===== config.mk =====
export PLATFORM = sky130hd
export DESIGN_NAME = regfile_wb_arbiter
export DESIGN_NICKNAME = d
export VERILOG_FILES = /design/src/rtl/regfile_wb_arbiter.sv
export SDC_FILE = /design/constraint.sdc
export NUM_CORES = 1
export LEC_CHECK = 0
export CAP_MARGIN = 20
export CORE_MARGIN = 2
export CORE_UTILIZATION = 50
export DETAILED_ROUTE_END_ITERATION = 12
export PLACE_DENSITY = 0.78
export SLEW_MARGIN = 20
export SYNTH_ARGS = -nofsm -noshare
export SYNTH_HDL_FRONTEND = slang
export SYNTH_SLANG_ARGS = --single-unit

===== constraint.sdc =====
create_clock -name clk -period 7.2 [get_ports clk]
set_input_delay 1.08 -clock clk [delete_from_list [all_inputs] [get_ports clk]]
set_output_delay 1.08 -clock clk [all_outputs]
set_load 0.01 [all_outputs]

===== src/rtl/regfile_wb_arbiter.sv =====
// -----------------------------------------------------------------------------
// regfile_wb_arbiter
//   Writer side of the register file's single write port. ALU results (1-cycle
//   path) and load results (buffered in a small FIFO) are merged into one
//   registered write per cycle. A per-register pending-write mask lets decode
//   stall on RAW hazards.
//
// Ports
//   clk, rst                 clock (rising edge), asynchronous active-high reset
//   issue_valid, issue_rd    decode issued an instruction that will write issue_rd
//   alu_valid/alu_ready      ALU result handshake, alu_rd/alu_data payload
//   ld_valid/ld_ready        load result handshake into the FIFO, ld_rd/ld_data payload
//   rd_en, rd_addr, rd_data  registered register-file write port
//   busy_mask                bit i set = write to x[i] pending (bit 0 always 0)
//   lq_count                 load FIFO occupancy
// -----------------------------------------------------------------------------
module regfile_wb_arbiter #(
   parameter int XLEN     = 32,
   parameter int LQ_DEPTH = 4
) (
   input  logic                       clk,
   input  logic                       rst,
   input  logic                       issue_valid,
   input  logic [4:0]                 issue_rd,
   input  logic                       alu_valid,
   output logic                       alu_ready,
   input  logic [4:0]                 alu_rd,
   input  logic [XLEN-1:0]            alu_data,
   input  logic                       ld_valid,
   output logic                       ld_ready,
   input  logic [4:0]                 ld_rd,
   input  logic [XLEN-1:0]            ld_data,
   output logic                       rd_en,
   output logic [4:0]                 rd_addr,
   output logic [XLEN-1:0]            rd_data,
   output logic [31:0]                busy_mask,
   output logic [$clog2(LQ_DEPTH):0]  lq_count
);

   localparam int PW = $clog2(LQ_DEPTH);
   localparam int CW = PW + 1;
   localparam logic [CW-1:0] DEPTH_C = CW'(LQ_DEPTH);
   localparam logic [CW-1:0] HALF_C  = CW'(LQ_DEPTH / 2);
   localparam logic [PW-1:0] PTR_ONE = PW'(1);

   typedef enum logic {
      ALU_PRI = 1'b0,
      DRAIN   = 1'b1
   } arb_state_t;

   arb_state_t          state_r;
   arb_state_t          state_next_s;

   logic [4:0]          lq_rd_mem_r   [LQ_DEPTH];
   logic [XLEN-1:0]     lq_data_mem_r [LQ_DEPTH];
   logic [PW-1:0]       wr_ptr_r;
   logic [PW-1:0]       rd_ptr_r;
   logic [CW-1:0]       count_next_s;

   logic                push_s;
   logic                pop_s;
   logic                fifo_empty_s;
   logic                wr_valid_s;
   logic [4:0]          wr_rd_s;
   logic [XLEN-1:0]     wr_data_s;
   logic [31:0]         busy_next_s;

   assign fifo_empty_s = (lq_count == {CW{1'b0}});
   // Ready comes from the registered count only, so a same-cycle pop never frees a slot early.
   assign ld_ready     = (lq_count != DEPTH_C);
   assign push_s       = ld_valid & ld_ready;
   assign count_next_s = lq_count + {{(CW-1){1'b0}}, push_s} - {{(CW-1){1'b0}}, pop_s};

   // Write-source selection, FIFO pop and ALU ready for the current arbitration state.
   always_comb begin
      alu_ready  = 1'b0;
      pop_s      = 1'b0;
      wr_valid_s = 1'b0;
      wr_rd_s    = alu_rd;
      wr_data_s  = alu_data;
      case (state_r)
         ALU_PRI: begin
            alu_ready = 1'b1;
            if (alu_valid) begin
               wr_valid_s = 1'b1;
            end else if (!fifo_empty_s) begin
               pop_s      = 1'b1;
               wr_valid_s = 1'b1;
               wr_rd_s    = lq_rd_mem_r[rd_ptr_r];
               wr_data_s  = lq_data_mem_r[rd_ptr_r];
            end else begin
               wr_valid_s = 1'b0;
            end
         end
         DRAIN: begin
            if (!fifo_empty_s) begin
               pop_s      = 1'b1;
               wr_valid_s = 1'b1;
               wr_rd_s    = lq_rd_mem_r[rd_ptr_r];
               wr_data_s  = lq_data_mem_r[rd_ptr_r];
            end else begin
               wr_valid_s = 1'b0;
            end
         end
         default: begin
            alu_ready = 1'b0;
         end
      endcase
   end

   // Next arbitration state, decided on the occupancy the FIFO will have after this edge.
   always_comb begin
      state_next_s = state_r;
      case (state_r)
         ALU_PRI: begin
            if (count_next_s == DEPTH_C) begin
               state_next_s = DRAIN;
            end else begin
               state_next_s = ALU_PRI;
            end
         end
         DRAIN: begin
            if (count_next_s <= HALF_C) begin
               state_next_s = ALU_PRI;
            end else begin
               state_next_s = DRAIN;
            end
         end
         default: begin
            state_next_s = ALU_PRI;
         end
      endcase
   end

   // Pending mask: clear the register written last cycle, then set the newly issued one (set wins).
   always_comb begin
      busy_next_s = busy_mask;
      if (rd_en) begin
         busy_next_s[rd_addr] = 1'b0;
      end else begin
         busy_next_s = busy_mask;
      end
      if (issue_valid) begin
         busy_next_s[issue_rd] = 1'b1;
      end else begin
         busy_next_s = busy_next_s;
      end
      busy_next_s[0] = 1'b0;
   end

   // Arbitration state register.
   always_ff @(posedge clk or posedge rst) begin
      if (rst) begin
         state_r <= ALU_PRI;
      end else begin
         state_r <= state_next_s;
      end
   end

   // FIFO pointers and occupancy; pointers wrap naturally at the power-of-two depth.
   always_ff @(posedge clk or posedge rst) begin
      if (rst) begin
         wr_ptr_r <= {PW{1'b0}};
         rd_ptr_r <= {PW{1'b0}};
         lq_count <= {CW{1'b0}};
      end else begin
         if (push_s) begin
            wr_ptr_r <= wr_ptr_r + PTR_ONE;
         end
         if (pop_s) begin
            rd_ptr_r <= rd_ptr_r + PTR_ONE;
         end
         lq_count <= count_next_s;
      end
   end

   // FIFO storage; contents need no reset because occupancy gates every read.
   always_ff @(posedge clk) begin
      if (push_s) begin
         lq_rd_mem_r[wr_ptr_r]   <= ld_rd;
         lq_data_mem_r[wr_ptr_r] <= ld_data;
      end
   end

   // Registered write port; x0 results are consumed but never written, address/data hold.
   always_ff @(posedge clk or posedge rst) begin
      if (rst) begin
         rd_en   <= 1'b0;
         rd_addr <= 5'd0;
         rd_data <= {XLEN{1'b0}};
      end else begin
         rd_en <= wr_valid_s & (wr_rd_s != 5'd0);
         if (wr_valid_s && (wr_rd_s != 5'd0)) begin
            rd_addr <= wr_rd_s;
            rd_data <= wr_data_s;
         end
      end
   end

   // Registered pending-write mask.
   always_ff @(posedge clk or posedge rst) begin
      if (rst) begin
         busy_mask <= 32'd0;
      end else begin
         busy_mask <= busy_next_s;
      end
   end

endmodule


==> impl_metrics.csv, run 1 <==
group,metric,value,unit
synthesis,synth_nets,581,
cts,clock-root-buffer,"clkbuf_16",
cts,cts-resized-gates,0,
sta,fin_crit_sh,0.4276,
synthesis,syn_area,9070,sq um
die,ios,159,
cells_and_area,nets,746,
drt,drtAntennaViolNets,0,
synthesis,ys_types,33,
die,core-area,17900,sq um
grt,track_usage,0.1914,
placement,pre_cts_slack,3.608,ns
cts,cts_tree,"done",
grt,use_met3,0.05214,
drt,avgViaCountPerCell,5.647,
synthesis,yosysWarnings,0,
cts,cts-buffers-inserted,22,
grt,grt_max_degree,45,
sta,rsz0062_at_grt,"no",
critical_path,crit_required,7.60,ns
cts,h-tree-depth,1,
critical_path,path_max_fanout,5,
die,dieArea,19230,sq um
critical_path,crit_top_cell,"xnor2_1",
drt,drt_iter0_drc,217,
outcome,status,"finished, final reports clean",
drt,routed_wl,18430,microns
cells_and_area,drive_above_1_share,0.2426,
grt,use_met1,0.2550,
placement,place_hpwl,11660,microns
sta,tightest_slew,1.029,ns
drt,firstDrtPassIters,4,
synthesis,avgSynthCellArea,18.47,sq um
drt,post_drt_wl_per_cell,20.43,microns
sta,fmax,324.8,MHz
worst_hold_path,hp-class,"flip-flop to flip-flop",
die,start_util,0.5066,
critical_path,crit_chain,"clkdlybuf4s50_1, nor2b_1, nor2_4, xor2_1, ha_1, inv_1, fa_1, xnor2_1, xnor2_1, a21oi_1, o21ai_0",
cts,post_cts_buffers,0,
grt,busiest_layer,"met2",
grt,antenna_found_initial,2,
die,dieWidth,138.7,microns
sta,fin_crit,3.079,ns
grt,met2_usage,0.3205,
sta,hold_viol_final,0,
cts,cts_sinks,225,
sta,setup_viol,0,
grt,overflow,0,
critical_path,end_kind,"flip-flop",
cts,hold_buffers,0,
cells_and_area,nFillCells,1234,
synthesis,ys_seq_area_frac,0.7024,
run,cap_viol_max_count,0,
die,die-height,138.7,microns
sta,tns,0,ns
synthesis,ys_ff_latch,225,
cells_and_area,final-seq-area,6374,sq um
synthesis,synth_area_leader_cell,"edfxtp_1",
drt,num_vias,5094,
synthesis,ys.flop_type,"edfxtp_1",
placement,place_area,10860,sq um
power_and_ir_drop,power.density,443.1,nW/um^2
cts,path_clk_slew,0.06,ns
placement,gp_congestion,0.8520,
cells_and_area,fin_area,11640,sq um
sta,slew_viol_final,0,
synthesis,synth_top_area_frac,0.4900,
power_and_ir_drop,total_power,5.158,mW
critical_path,slowest_stage,"clkdlybuf4s50_1",
power_and_ir_drop,p_leak,4.217,nW
synthesis,yosys-top-cells-area,"edfxtp_1 49%, dfrtp_1 21%, mux4_2 9.2%",
cts,clockBufferDepth,3,
cells_and_area,area_growth,28.35,%
synthesis,syn_inst,491,
cts,insertion_delay,0.49,ns
synthesis,async_flop_share,0.3422,
placement,port_buffers,157,
grt,grt_pass1_vias,5361,
synthesis,synth_edf_count,148,
critical_path,start_kind,"input port",
critical_path,path_class,"input port to flip-flop",
sta,timing.hold.ws,0.5076,ns
critical_path,crit_arrival,3.48,ns
cells_and_area,multi_input_area,2576,sq um
power_and_ir_drop,peakVddDrop,257.9,uV
grt,grt_first_pass_wirelength,29150,microns
critical_path,cpPeakStageDelay,0.47,ns
sta,relSlewSlack,0.3138,
die,rows,49,
sta,final.setup_skew,0.01331,ns
sta,worst_slack,4.121,ns
drt,route.detailed.drc,0,
per-stage QoR:
step,cells,utilization
final,902,0.6503
after global routing,901,0.6501
after CTS,901,0.6501
after detailed placement,861,0.6067
after global placement,861,0.6067
after floorplan,491,-
sequential cells by signal (all words and copies together) (netlist names), 2 cells and up:
register	count
rd_data	32
lq_data_mem_r	128
lq_count	3
rd_addr	5
lq_rd_mem_r	20
rd_ptr_r	2
busy_mask	31
wr_ptr_r	2
synth_stat cells (5+ instances only):
cell type,instances
ha_1,5
nand2_1,8
nor2_1,6
nand3_1,6
inv_1,6
mux2_2,44
dfrtp_1,77
edfxtp_1,148
o21ai_0,65
mux2_4,29
clkbuf_1,8
mux4_2,37
nand3b_1,11
path summary, 6_finish.rpt:
path,slack [ns],start,to,cells after the start
max,4.12,alu_valid,state_r$_DFF_PP0_,11
max in group asynchronous,5.12,rst,rd_ptr_r[0]$_DFFE_PP0N_,3
min,0.51,rd_data[26]$_DFFE_PP0P_,rd_data[26]$_DFFE_PP0P_,1
min in group asynchronous,0.98,rst,rd_addr[3]$_DFFE_PP0P_,2
min reg2reg,0.51,rd_data[26]$_DFFE_PP0P_,rd_data[26]$_DFFE_PP0P_,1
max reg2reg,4.35,rd_ptr_r[1]$_DFFE_PP0N_,rd_data[20]$_DFFE_PP0P_,5
layer usage:
| metal | vias to the layer above | part of all wire |
|---|---|---|
| li1 | 2245 | - |
| met1 | 2592 | 0.41 |
| met2 | 224 | 0.48 |
| met3 | 31 | 0.090 |
| met4 | 2 | 0.016 |
| met5 | - | 0.00071 |
worst max-delay path, delay by kind of cell:
| kind | cells | cell delay (ns) |
|---|---|---|
| AOI/OAI and AO/OA | 2 | 0.24 |
| xor gates and xnor gates | 3 | 0.62 |
| adders and majority gates | 2 | 0.57 |
| buffers and inverters | 2 | 0.52 |
| and+or+nand+nor | 2 | 0.47 |
where the power goes:
group / switching (mW) / total (mW) / internal [mW] / leakage [nW]
sequential: 0.263 / 2.07 / 1.80 / 2.25
clock: 0.464 / 1.21 / 0.745 / 0.377
combinational: 0.793 / 1.88 / 1.09 / 1.59
total: 1.52 / 5.16 / 3.64 / 4.22
layout make-up:
type,count,area share
repair buffers,161,0.1376
well taps,229,0.02461
diodes,1,0.0002150
inverters,6,0.002042
clock buffers,27,0.05245
clock inverters,13,0.01429
flip-flops and latches,225,0.5475
multi-input cells,240,0.2213
cell families (layout without fill, tap and decap cells):
logic type | after synthesis | in the layout | synth area share
AND/OR/NAND/NOR | 49 | 49 | 0.03325
AO/OA/AOI/OAI | 68 | 68 | 0.03959
XOR/XNOR | 6 | 6 | 0.005794
flip-flops | 225 | 225 | 0.7024
adder cells (fa/ha/maj) | 6 | 6 | 0.009105
buffers and inverters | 26 | 207 | 0.01490
multiplexers | 110 | 110 | 0.1945
other | 1 | 2 | 0.0004135
cell usage in the layout (no fill, tap or decap), types with 3 or more instances in the layout:
master,count
nand2_1,8
dfrtp_1,75
bufinv_16,4
clkdlybuf4s50_1,157
inv_1,5
and3_2,4
edfxtp_1,148
xnor2_1,4
or3b_2,4
mux4_2,37
or3_1,3
o21ai_0,65
clkinv_2,5
nor2_1,5
mux2_4,29
buf_4,4
clkbuf_16,23
ha_1,5
nand3_1,6
mux2_2,44
nand3b_1,11
clkinv_1,3
Note: power is estimated with default switching activity, not from simulation.
==> run 2, diff against run 1 <==
- clock period: 7.2 -> 3 ns (I/O delays scaled with it)
==> run 2 against run 1 <==
- clock skew rose by 0.0032 ns
- design area rose by 1.6%
- critical endpoint unchanged
- total power rose by 150%
- critical path type is now flip-flop to flip-flop
- sequential share of layout area fell by 0.87 points
==> impl_metrics.csv, run 2 (synthesis gave the netlist of run 1 again) <==
group,metric,value,unit
outcome,status,"finished, final reports clean",
sta,fin_crit_sh,0.8278,
die,core-area,17900,sq um
sta,final.setup_skew,0.01655,ns
cells_and_area,top_regs,"lq_data_mem_r (128), rd_data (32), busy_mask (31)",
cells_and_area,drive_above_1_share,0.2558,
power_and_ir_drop,p_comb_frac,0.364,
drt,avgViaCountPerCell,5.669,
sta,hold_viol_final,0,
cells_and_area,final_cell_mix,"157 x clkdlybuf4s50_1, 148 x edfxtp_1, 75 x dfrtp_1",
placement,place_area,10930,sq um
grt,overflow,0,
critical_path,r2r_slack,0.52,ns
grt,grt_max_degree,50,
sta,setup_viol,0,
sta,timing.hold.ws,0.3172,ns
critical_path,start_kind,"flip-flop",
critical_path,end_kind,"flip-flop",
power_and_ir_drop,p_seq_frac,0.380,
power_and_ir_drop,power.density,1089,nW/um^2
grt,track_usage,0.2025,
die,dieWidth,138.7,microns
die,ios,159,
power_and_ir_drop,clkPwrFrac,0.256,
drt,drt_iter0_drc,364,
power_and_ir_drop,switching_share,0.2936,
drt,firstDrtPassIters,6,
critical_path,path_class,"flip-flop to flip-flop",
cts,h-tree-depth,1,
die,die-height,138.7,microns
drt,post_drt_wl_per_cell,21.39,microns
cells_and_area,diodes,0,
cts,path_clk_slew,0.06,ns
worst_hold_path,hp-class,"input port to asynchronous set/reset pin",
sta,worst_slack,0.5166,ns
cells_and_area,largest_reg_flops,128,
placement,gp_congestion,0.8292,
critical_path,path_max_fanout,6,
drt,route.detailed.drc,0,
die,start_util,0.5066,
sta,tns,0,ns
sta,fin_crit,2.483,ns
run,cap_viol_max_count,0,
sta,rsz0062_at_grt,"no",
cts,clockBufferDepth,3,
cells_and_area,final-instance-count-excl-fill,913,
power_and_ir_drop,peakVddDrop,619.6,uV
placement,place_hpwl,12640,microns
power_and_ir_drop,internal_power,9.100,mW
drt,routed_wl,19530,microns
placement,pre_cts_slack,0.2162,ns
sta,fmax,402.7,MHz
cells_and_area,final_common_cell,"clkdlybuf4s50_1",
drt,num_vias,5176,
cts,insertion_delay,0.50,ns
grt,antenna_found_initial,0,
grt,grt_pass1_vias,5582,
cts,hold_buffers,0,
placement,port_buffers,157,
sta,tightest_slew,0.6006,ns
cts,cts-buffers-inserted,24,
critical_path,crit_required,3.41,ns
die,rows,49,
cells_and_area,top_register,"lq_data_mem_r",
cells_and_area,final_util,0.6607,
die,dieArea,19230,sq um
sta,relSlewSlack,0.5996,
sta,slew_viol_final,0,
critical_path,crit_arrival,2.90,ns
power_and_ir_drop,total_power,12.88,mW
power_and_ir_drop,p_switching,3.781,mW
cts,clock-root-buffer,"clkbuf_16",
cts,cts_tree,"done",
cts,post_cts_buffers,0,
drt,drtAntennaViolNets,0,
cells_and_area,area_growth,30.42,%
placement,post-place-cells,869,
cts,cts-resized-gates,0,
cells_and_area,nets,756,
grt,grt_first_pass_wirelength,30780,microns
cts,cts_sinks,225,
cells_and_area,fin_area,11830,sq um
power_and_ir_drop,p_leak,4.317,nW
run 2: critical path, cell delays in order, from the launching register on:
cell and delay, ns:
dfrtp_1 0.48, nor2_1 0.08, nand2_1 0.16, and2_1 0.27
xor2_1 0.19, ha_1 0.17, inv_1 0.05, fa_1 0.37
xnor2_1 0.15, xnor2_1 0.25, a21oi_1 0.08, o21ai_0 0.15
run 2: routing by layer:
layer | GRT usage | routed length, microns | vias to the layer above
met5 | 0 | 0 | -
met4 | 0.04519 | 296 | 0
met3 | 0.04765 | 1464 | 29
met2 | 0.3458 | 9737 | 234
met1 | 0.2692 | 8032 | 2639
li1 | - | - | 2274
run 2: area by class of cell:
type,instances,area (sq um)
clock buffer,29,640.6
clock inverter,15,254.0
fill,1196,6073
inverter,6,23.77
multi-input combinational,240,2576
sequential,225,6374
tap,229,286.5
timing repair buffer,169,1674
run 2: power by group through the flow:
stage	Sequential [mW]	Clock [mW]	Combinational (mW)
3_5_place_dp	4.93	0	4.73
2_1_floorplan	4.96	0	2.71
5_1_grt	5.01	3.48	5.02
6_report	4.89	3.29	4.69
4_1_cts	4.90	3.34	4.75
3_3_place_gp	4.89	0	4.57
run 2: worst paths after layout:
check / depth (start not counted) / start / endpoint
max: 11 / lq_count[1]$_DFF_PP0_ / state_r$_DFF_PP0_
min: 2 / rst / rd_addr[4]$_DFFE_PP0P_
max reg2reg: 11 / lq_count[1]$_DFF_PP0_ / state_r$_DFF_PP0_
min reg2reg: 2 / busy_mask[2]$_DFF_PP0_ / busy_mask[2]$_DFF_PP0_
max in group asynchronous: 3 / rst / rd_ptr_r[1]$_DFFE_PP0N_
min in group clk: 2 / busy_mask[2]$_DFF_PP0_ / busy_mask[2]$_DFF_PP0_
